### config.mk
export PLATFORM = sky130hd
export DESIGN_NAME = iram_arbiter
export DESIGN_NICKNAME = d
export VERILOG_FILES = /design/src/rtl/iram_arb_pkg.sv /design/src/rtl/iram_arbiter.sv
export SDC_FILE = /design/constraint.sdc
export NUM_CORES = 1
export LEC_CHECK = 0
export CAP_MARGIN = 20
export CORE_AREA = 2 2 99 101
export DETAILED_ROUTE_END_ITERATION = 12
export DIE_AREA = 0 0 101 103
export GPL_TIMING_DRIVEN = 0
export PLACE_DENSITY_LB_ADDON = 0.3
export SLEW_MARGIN = 40
export SYNTH_ARGS = -nofsm -noshare
export SYNTH_HDL_FRONTEND = slang
export SYNTH_SLANG_ARGS = --single-unit
### constraint.sdc
create_clock -name sclk -period 4.3 [get_ports sclk]
set_input_delay 0.86 -clock sclk [delete_from_list [all_inputs] [get_ports sclk]]
set_output_delay 0.86 -clock sclk [all_outputs]
set_load 0.05 [all_outputs]
### src/rtl/iram_arb_pkg.sv
// iram_arb_pkg
//   Shared encodings and default sizing for the instruction-RAM arbiter.
//   arb_state_t : ST_BOOT holds fetch off while the loader writes the image,
//                 ST_RUN arbitrates per cycle with fetch priority.
//   rsp_own_t   : which port owns the read response that is in flight.
package iram_arb_pkg;

    typedef enum logic {
        ST_BOOT = 1'b0,
        ST_RUN  = 1'b1
    } arb_state_t;

    typedef enum logic {
        OWN_FETCH = 1'b0,
        OWN_LOAD  = 1'b1
    } rsp_own_t;

    localparam int ADDR_W_DEF     = 12;
    localparam int DATA_W_DEF     = 32;
    localparam int STARVE_MAX_DEF = 8;
    localparam int CNT_W_DEF      = 4;

endpackage

### src/rtl/iram_arbiter.sv
// iram_arbiter
//   Shares one single-port instruction RAM between the core fetch port
//   (read-only) and a loader/debug port (read/write, byte enables).
//   BOOT: fetch is held off, loader always wins. boot_done moves to RUN,
//   which is sticky until reset. RUN: fetch has priority, but a loader that
//   has been denied STARVE_MAX consecutive cycles wins the next one.
//
// Handshake: a requester holds req and its command fields stable until it
//   sees gnt high in a cycle; gnt is combinational and the access is issued
//   to the RAM in that same cycle. A read returns rvalid/rdata exactly one
//   cycle after its grant; writes never return rvalid.
//
// Ports
//   sclk, rstn          clock, asynchronous active-low reset
//   boot_done           loader finished; BOOT->RUN on the next edge
//   boot_active         1 while in BOOT (observes the FSM state)
//   f_req/f_addr        fetch read request and byte address
//   f_gnt/f_rvalid/f_rdata   fetch grant and read response
//   l_req/l_we/l_be/l_addr/l_wdata   loader command
//   l_gnt/l_rvalid/l_rdata   loader grant and read response
//   ram_cs/ram_we/ram_addr/ram_wdata   RAM command (word address)
//   ram_rdata           RAM read data, valid the cycle after a read access
module iram_arbiter
    import iram_arb_pkg::*;
#(
    parameter int ADDR_W     = ADDR_W_DEF,
    parameter int DATA_W     = DATA_W_DEF,
    parameter int STARVE_MAX = STARVE_MAX_DEF,
    parameter int CNT_W      = CNT_W_DEF
) (
    input  logic                sclk,
    input  logic                rstn,
    input  logic                boot_done,
    output logic                boot_active,
    input  logic                f_req,
    input  logic [31:0]         f_addr,
    output logic                f_gnt,
    output logic                f_rvalid,
    output logic [DATA_W-1:0]   f_rdata,
    input  logic                l_req,
    input  logic                l_we,
    input  logic [DATA_W/8-1:0] l_be,
    input  logic [31:0]         l_addr,
    input  logic [DATA_W-1:0]   l_wdata,
    output logic                l_gnt,
    output logic                l_rvalid,
    output logic [DATA_W-1:0]   l_rdata,
    output logic                ram_cs,
    output logic [DATA_W/8-1:0] ram_we,
    output logic [ADDR_W-1:0]   ram_addr,
    output logic [DATA_W-1:0]   ram_wdata,
    input  logic [DATA_W-1:0]   ram_rdata
);

    localparam logic [CNT_W-1:0] STARVE_LIM = CNT_W'(STARVE_MAX);

    arb_state_t       state, state_nxt;
    logic [CNT_W-1:0] starve_cnt, starve_nxt;
    logic             starved;
    logic             rsp_pend;
    rsp_own_t         rsp_own;

    // Byte-offset and alias bits of the byte addresses are deliberately dropped.
    logic unused_addr_bits;
    assign unused_addr_bits = ^{f_addr[31:ADDR_W+2], f_addr[1:0],
                                l_addr[31:ADDR_W+2], l_addr[1:0]};

    always_ff @(posedge sclk or negedge rstn) begin
        if (!rstn) begin
            state      <= ST_BOOT;
            starve_cnt <= '0;
            rsp_pend   <= 1'b0;
            rsp_own    <= OWN_FETCH;
        end else begin
            state      <= state_nxt;
            starve_cnt <= starve_nxt;
            // Only reads leave a response behind; the tag says who gets it.
            rsp_pend   <= f_gnt | (l_gnt & ~l_we);
            rsp_own    <= l_gnt ? OWN_LOAD : OWN_FETCH;
        end
    end

    always_comb begin
        state_nxt  = state;
        f_gnt      = 1'b0;
        l_gnt      = 1'b0;
        starve_nxt = '0;
        starved    = (starve_cnt == STARVE_LIM);

        if (state == ST_BOOT) begin
            l_gnt = l_req;
            if (boot_done) begin
                state_nxt = ST_RUN;
            end
        end else begin
            l_gnt = l_req & (~f_req | starved);
            f_gnt = f_req & ~l_gnt;
            // Count only consecutive denials; any grant or idle cycle clears it.
            if (l_req && !l_gnt) begin
                starve_nxt = starved ? starve_cnt : starve_cnt + 1'b1;
            end
        end
    end

    always_comb begin
        ram_cs    = f_gnt | l_gnt;
        ram_addr  = l_gnt ? l_addr[ADDR_W+1:2] : f_addr[ADDR_W+1:2];
        ram_we    = (l_gnt & l_we) ? l_be : '0;
        ram_wdata = l_gnt ? l_wdata : '0;
    end

    assign boot_active = (state == ST_BOOT);
    assign f_rvalid    = rsp_pend & (rsp_own == OWN_FETCH);
    assign l_rvalid    = rsp_pend & (rsp_own == OWN_LOAD);
    assign f_rdata     = ram_rdata;
    assign l_rdata     = ram_rdata;

endmodule

; After elaboration in Yosys (flattened, before gate mapping)
; Cells that the tools add are included.
; W data, S select, Z words.
[totals]
register_bits = 7
wordCells = 34
[op_classes]
add_sub_neg = 1
n_eq_ne = 2
n_mux = 11
n_bitwise = 14
reduce_logical = 2
[ops]
columns = operator, count
row1 = $mux W32, 1
row2 = $mux W4, 4
row3 = $mux W12, 1
row4 = $and A1 B1 Y1, 6
row5 = $mux W1, 5
row6 = $not A1 Y1, 5
row7 = $add A4 B1 Y4 const B, 1
row8 = $eq A4 B4 Y1 const B, 1
row9 = $ne A3 B3 Y1 const B, 1
row10 = $or A1 B1 Y1, 3
row11 = $logic_and A1 B1 Y1, 1
row12 = $logic_not A1 Y1, 1

; Logic depth before layout (Yosys ltp)
; Gate-level depths: netlist of the first run.
[logic_depth]
depth_word = 7
mapped_depth = 7
mapped_depth_nobuf = 5

; Least setup slack after synthesis of the first run
; Ideal clock, no wire load.
[synth_timing]
path_type = in2out
start = input f_req
end = output ram_wdata[19]
t_arrival_ns = 2.227
slack_ns = 1.213
path_stages = 4
n_path_buf = 1
cell_sequence = nand2_1 > o21a_4 > clkbuf_1 > and2_1
[synth_via]
elab_chain_cells = 5
[synth_rtl]
columns = element, line_no
row1 = "start, declared", iram_arbiter.sv:35  ; input logic f_req,
row2 = $not A1 Y1, iram_arbiter.sv:96  ; l_gnt = l_req & (~f_req | starved);
row3 = $or A1 B1 Y1, iram_arbiter.sv:96
row4 = $and A1 B1 Y1, iram_arbiter.sv:96
row5 = $mux W1, iram_arbiter.sv:90  ; if (state == ST_BOOT) begin
row6 = named net l_gnt, iram_arbiter.sv:45  ; output logic l_gnt,
row7 = $mux W32, iram_arbiter.sv:109  ; ram_wdata = l_gnt ? l_wdata : '0;
row8 = "end, declared", iram_arbiter.sv:51  ; output logic [DATA_W-1:0] ram_wdata,
; The timed path passes the listed nets, and every way through them passes these cells.

; Worst setup path after layout of the first run
[layout_timing]
start = input l_req
end = output ram_wdata[20]
[layout_via]
elab_chain_cells = 3
[layout_rtl]
columns = element, line_no
row1 = "start, declared", iram_arbiter.sv:40  ; input logic l_req,
row2 = $and A1 B1 Y1, iram_arbiter.sv:96
row3 = $mux W1 (*), iram_arbiter.sv:90
row4 = $mux W32 (*), iram_arbiter.sv:109
; Every way passes the cells marked *; elsewhere a longest branch is shown, timed or not.

==> impl_metrics.tcl, run 1 <==
set metrics [dict create \
    setup_total_negative_slack_ns 0 \
    worst_hold_path.num_cells 1 \
    dr.pass1.iters 4 \
    cts.hold.buffers_added 0 \
    postRouteWirelength_um 4599 \
    critPathMaxFanout 11 \
    clk_pin_slew_ns 0.04 \
    clock_tree.root_cell "sky130_fd_sc_hd__clkbuf_8" \
    timing.critical_path.required_ns 3.44 \
    finalWorstPathRequiredPeriod_ns 3.747 \
    post-route-drc-count 0 \
    global_route_wire_length_before_repair_um 5823 \
    post_cts_resized 0 \
    place.detailed.instances 446 \
    post-cts-setup-buffers 0 \
    setup_viol 0 \
    synth.cell_area_um2 1265 \
    critical_path.endpoint_type "output port" \
    grt_antenna_before_repair 0 \
    hold_violations 0 \
    holdCritPathClass "reg2reg" \
    rows 36 \
    hpwl_um 4237 \
    grt_setup_unrepaired "no" \
    ys_seq_area_share_pct 13.85 \
    cp_common_cell "sky130_fd_sc_hd__clkdlybuf4s50_1" \
    largest_area_contributor_in_the_netlist "sky130_fd_sc_hd__buf_4" \
    maxSlewHeadroom_pct 64.44 \
    rr_endpoint "rsp_own$_DFF_PN0_" \
    timing_worst_setup_path_type "in2out" \
    io_buffer_count 183 \
    gr-usage-all-layers_pct 6.922 \
    sum_of_internal_switching_and_leakage_power_uw 616.6 \
    worstHoldStart "starve_cnt[0]$_DFFE_PN0P_" \
    worst_setup_path_start_kind "input pin" \
    drt_iter0_drc 11 \
    fp.coreArea_um2 9459 \
    insertedDiodeCount 0 \
    whs_endpoint "starve_cnt[0]$_DFFE_PN0P_" \
    clock_sinks 7 \
    synth.distinct_cells 22 \
    synth.top_cells.by_area "sky130_fd_sc_hd__buf_4, sky130_fd_sc_hd__and2_1, sky130_fd_sc_hd__mux2_4, sky130_fd_sc_hd__dfrtp_1, sky130_fd_sc_hd__and3_1" \
    floorplan_die_area_um2 10400 \
    final_common_cell "sky130_fd_sc_hd__clkdlybuf4s50_1" \
    dr_total_vias 1558 \
    areaGrowthSynthToFinish_pct 159.6 \
    die_width_um 101 \
    gr-total-overflow 0 \
    static-leakage-power_nw 1.433 \
    post_layout_nonfiller_instances 450 \
    period_utilization_post_route_pct 87.15 \
    slew_viol_final 0 \
    fillCellCount 997 \
    most-common-layout-cells "sky130_fd_sc_hd__clkdlybuf4s50_1, sky130_fd_sc_hd__buf_4, sky130_fd_sc_hd__and2_1" \
    crit_arrival_ns 2.89 \
    pin_count 256 \
    synth_fp_nets 289 \
    clock_insertion_delay_at_the_later_pin_of_the_skew_report_ns 0.23 \
    routed_via_density 3.462 \
    syn_inst 149 \
    number_of_nets_still_failing_antenna_checks_after_routing 0 \
    critical-path-max-stage-delay_ns 0.81 \
    slowest_cell_on_crit_path "sky130_fd_sc_hd__clkdlybuf4s50_1" \
    worst_pin_slew_ns 0.5317 \
    die_y_um 103 \
    cts_max_path_buffers 2 \
    tritoncts "done" \
    drv.max_cap_violation_count 0 \
    vias_in_the_first_global_route 1265 \
    critical_path.reg2reg.startpoint "starve_cnt[0]$_DFFE_PN0P_" \
    final_net_count 477 \
    grt_max_degree 12 \
    placer_s_final_routability_congestion_estimate 0.6358 \
    cts_inserted_buffers 3 \
    clock-skew-final_ns 0.0004401 \
    final_layout_size_suffix_gt1_share_pct 25.00 \
    post_synth.cell_area_avg_um2 8.490 \
    reg2reg_depth 5 \
    synth_top_area_share_pct 37.98 \
    reg2reg_slack_ns 2.87 \
    crit_path_cell_trace "clkdlybuf4s50_1, o21a_4, clkbuf_1, and2_1, clkdlybuf4s50_1" \
    wl_per_cell_um 10.22 \
    synth_seq_cells 7 \
    initial_core_util_pct 13.37 \
    max_freq_mhz 266.9 \
    top_cell_family_by_delay_on_the_critical_path "buffers and inverters" \
    ir_drop_v 0.00008189 \
    synth_warnings 0 \
    pwr_density_cell_nw_per_um2 187.7 \
    status "completed" \
    path_buf_inv 3 \
    cts.htree.levels 1 \
]
-- state kept, by name, summed over array words and instances, names as in the netlist --
name and cells:
starve_cnt 4, rsp_own 1, rsp_pend 1, state 1
-- worst max-delay path by stage --
stage / from / to / slack [ns] / cells past startpoint
floorplan: f_req / ram_wdata[19] / 1.21 / 4
global placement: l_req / ram_wdata[6] / 0.50 / 5
detailed placement: l_req / ram_wdata[0] / 0.48 / 5
CTS: l_req / ram_wdata[6] / 0.48 / 5
global route: l_req / ram_wdata[6] / 0.38 / 5
finish: l_req / ram_wdata[20] / 0.55 / 5
-- metrics by stage --
| stage | instance area, µm² | utilization [%] | setup WS (ns) | hold slack, ns |
|---|---|---|---|---|
| finish | 3284 | 34.72 | 0.5526 | 0.4808 |
| CTS | 3284 | 34.72 | 0.4823 | 0.4846 |
| global placement | 3239 | 34.25 | 0.4999 | 0.4801 |
| global route | 3284 | 34.72 | 0.3765 | 0.5057 |
| floorplan | 1265 | - | 1.213 | 0.4503 |
| detailed placement | 3239 | 34.25 | 0.4784 | 0.4823 |
-- logic make-up after synthesis --
logic type	share of synthesized area, %
AOI/OAI and AO/OA	2.176
buffers and inverters	42.43
and+or+nand+nor	23.94
xor gates and xnor gates	1.385
adders and majority gates	1.978
DFF	13.85
muxes	14.24
-- Yosys cell counts --
cell type,n
sky130_fd_sc_hd__xor2_1,1
sky130_fd_sc_hd__and2_1,33
sky130_fd_sc_hd__nand2_1,2
sky130_fd_sc_hd__o21a_4,1
sky130_fd_sc_hd__a21oi_1,1
sky130_fd_sc_hd__nand3b_1,1
sky130_fd_sc_hd__nor2_1,3
sky130_fd_sc_hd__buf_4,64
sky130_fd_sc_hd__and3_1,6
sky130_fd_sc_hd__inv_1,4
sky130_fd_sc_hd__or2_2,1
sky130_fd_sc_hd__ha_1,2
sky130_fd_sc_hd__nor2b_1,1
sky130_fd_sc_hd__mux2_4,12
sky130_fd_sc_hd__dfrtp_1,7
sky130_fd_sc_hd__clkbuf_1,2
sky130_fd_sc_hd__nand3_1,1
sky130_fd_sc_hd__buf_6,3
sky130_fd_sc_hd__a21o_1,1
sky130_fd_sc_hd__nand2b_1,1
sky130_fd_sc_hd__xnor2_1,1
sky130_fd_sc_hd__and3b_1,1
-- report_power, final --
group	total, mW	internal, mW	switching (mW)
Combinational	0.457	0.203	0.254
Sequential	0.0694	0.0682	0.00119
Clock	0.0903	0.0639	0.0264
Total	0.617	0.335	0.281
-- area by class of cell --
type / instances / area (µm²) / share of cell area [%]
Clock buffer: 4 / 45.04 / 1.371
Buffer: 69 / 521.8 / 15.89
Sequential cell: 7 / 175.2 / 5.333
Timing Repair Buffer: 183 / 1832 / 55.77
Multi-Input combinational cell: 69 / 553.0 / 16.84
Inverter: 4 / 15.01 / 0.4571
Tap cell: 114 / 142.6 / 4.343
-- routing by layer --
metal / share of wire [%] / wire length [µm] / global-route usage (%)
met1: 34 / 1571 / 7.898
met4: 0.54 / 25 / 1.871
met5: 0 / 0 / 0
met2: 52 / 2402 / 12.56
met3: 13 / 600 / 2.102
-- worst reg2reg max path, stage by stage (launching register included) --
cell	delay [ns]
sky130_fd_sc_hd__dfrtp_1	0.37
sky130_fd_sc_hd__inv_1	0.06
sky130_fd_sc_hd__ha_1	0.20
sky130_fd_sc_hd__and3b_1	0.20
sky130_fd_sc_hd__o21a_4	0.23
sky130_fd_sc_hd__clkbuf_1	0.20
Power figures use the tool's default switching activity.
==> run 2: changes to the inputs <==
DONT_BUFFER_PORTS = 1   (was default)
==> run 2 against run 1 <==
Effect of this change:
- sequential power hardly changed
- clock skew up 0.00089 ns
- die area did not move
- combinational power down 35%
- register-to-register slack worse by 0.20 ns
- sequential share of layout area is 6.7 points higher
- flip-flop and latch count unchanged
- core utilization shrank 19 points
- worst setup slack gained 0.72 ns
- routed wire length down 36%
- critical path type is now reg2out
- first-iteration DRC count grew 45%
- critical path depth grew 1
==> impl_metrics.tcl, run 2 (synthesized netlist as in run 1, its figures left out) <==
set metrics [dict create \
    clock_tree.root_cell "sky130_fd_sc_hd__clkbuf_8" \
    path_buf_inv 2 \
    io_buffer_count 0 \
    critical-path-max-stage-delay_ns 0.51 \
    fp.coreArea_um2 9459 \
    setup_total_negative_slack_ns 0 \
    post-cts-setup-buffers 0 \
    finalWorstPathRequiredPeriod_ns 3.032 \
    fillCellCount 1041 \
    initial_core_util_pct 13.37 \
    floorplan_die_area_um2 10400 \
    post-route-drc-count 0 \
    maxSlewHeadroom_pct 56.96 \
    die_y_um 103 \
    clock_sinks 7 \
    hpwl_um 2663 \
    max_freq_mhz 329.8 \
    die_width_um 101 \
    dr.pass1.iters 2 \
    static-leakage-power_nw 0.7368 \
    worst_hold_slack_ns 0.3352 \
    cts.htree.levels 1 \
    insertedDiodeCount 0 \
    routed_via_density 3.517 \
    most-common-layout-cells "sky130_fd_sc_hd__buf_4, sky130_fd_sc_hd__and2_1, sky130_fd_sc_hd__mux2_4" \
    vias_in_the_first_global_route 699 \
    worst_setup_path_start_kind "register" \
    clk_pin_slew_ns 0.04 \
    drv.max_cap_violation_count 0 \
    slew_viol_final 0 \
    timing.critical_path.required_ns 3.44 \
    crit_path_cell_trace "inv_1, ha_1, and3b_1, o21a_4, clkbuf_2, and2_1" \
    sum_of_internal_switching_and_leakage_power_uw 457.3 \
    number_of_nets_still_failing_antenna_checks_after_routing 0 \
    setup_viol 0 \
    dr_total_vias 939 \
    postLayoutCoreUtil_pct 15.44 \
    slowest_cell_on_crit_path "sky130_fd_sc_hd__and2_1" \
    placer_s_final_routability_congestion_estimate 0.6031 \
    gr-usage-all-layers_pct 4.289 \
    period_utilization_post_route_pct 70.51 \
    areaGrowthSynthToFinish_pct 15.43 \
    top_cell_family_by_delay_on_the_critical_path "simple AND/OR/NAND/NOR gates" \
    grt_antenna_before_repair 0 \
    final_layout_size_suffix_gt1_share_pct 56.86 \
    critPathMaxFanout 11 \
    drt_iter0_drc 16 \
    status "completed" \
    cts_max_path_buffers 2 \
    timing_worst_setup_path_type "reg2out" \
    pwr_density_cell_nw_per_um2 313.2 \
    max_flop_register "starve_cnt" \
    cts.hold.buffers_added 0 \
    holdCritPathClass "in2async" \
    clock-skew-final_ns 0.001326 \
    worst_pin_slew_ns 0.6456 \
    global_route_wire_length_before_repair_um 3284 \
    crit_arrival_ns 2.17 \
    largest_register_ff_count 4 \
    tritoncts "done" \
    hold_violations 0 \
    rows 36 \
    critical_path.endpoint_type "output port" \
    pin_count 256 \
    gr-total-overflow 0 \
    grt_max_degree 12 \
    final_net_count 294 \
    final_common_cell "sky130_fd_sc_hd__buf_4" \
    ir_drop_v 0.00007337 \
    grt_setup_unrepaired "no" \
    wl_per_cell_um 10.96 \
    cts_inserted_buffers 3 \
    clock_insertion_delay_at_the_later_pin_of_the_skew_report_ns 0.22 \
    postRouteWirelength_um 2926 \
    post_cts_resized 0 \
]
## run 2: cell types whose count changed in the layout (fill, tap and decap cells not counted), sizes merged
cell,previous run,this run
clkdlybuf4s50,183,0
## run 2: layout make-up
class / instances / area (µm²) / share of cell area [%]
Multi-Input combinational cell: 69 / 559.3 / 38.30
Buffer: 69 / 523.0 / 35.82
Sequential cell: 7 / 175.2 / 12.00
Tap cell: 114 / 142.6 / 9.769
Clock buffer: 4 / 45.04 / 3.085
Inverter: 4 / 15.01 / 1.028
## run 2: path summary, 6_finish.rpt
path                       cells after the start                      start  slack (ns)                         to
max in group asynchronous                      0                       rstn        3.90  starve_cnt[1]$_DFFE_PN0P_
hold reg to reg                                1  starve_cnt[0]$_DFFE_PN0P_        0.49  starve_cnt[0]$_DFFE_PN0P_
setup / recovery                               6  starve_cnt[0]$_DFFE_PN0P_        1.27              ram_wdata[23]
min in group sclk                              1  starve_cnt[0]$_DFFE_PN0P_        0.49  starve_cnt[0]$_DFFE_PN0P_
hold / removal                                 0                       rstn        0.34         rsp_pend$_DFF_PN0_
setup reg to reg                               5  starve_cnt[0]$_DFFE_PN0P_        2.67          rsp_own$_DFF_PN0_
## run 2: routing by layer
layer | track usage [%] | routed length, µm
met5 | 0 | 0
met4 | 2.183 | 27
met3 | 0.6102 | 286
met2 | 7.641 | 1559
met1 | 5.022 | 1053
## run 2: metrics by stage
stage | worst slack, ns | instance area, µm² | instances
6_report | 1.268 | 1460 | 267
2_1_floorplan | 1.213 | 1265 | 149
3_5_place_dp | 0.9708 | 1414 | 263
3_3_place_gp | 0.9947 | 1408 | 263
4_1_cts | 0.8629 | 1459 | 267
5_1_grt | 1.116 | 1460 | 267
## run 2: power breakdown
group	internal, mW	switching, mW	total [mW]
combinational	0.0686	0.231	0.299
clock	0.0638	0.0244	0.0882
sequential	0.0683	0.00144	0.0697
total	0.201	0.257	0.457
## run 2: worst register-to-register path, delay by kind of cell (launching register included)
kind                       cells  cell delay (ns)
AOI/OAI and AO/OA              1             0.24
buffers and inverters          2             0.37
adders and majority gates      1             0.21
DFF                            1             0.38
and+or+nand+nor                1             0.21
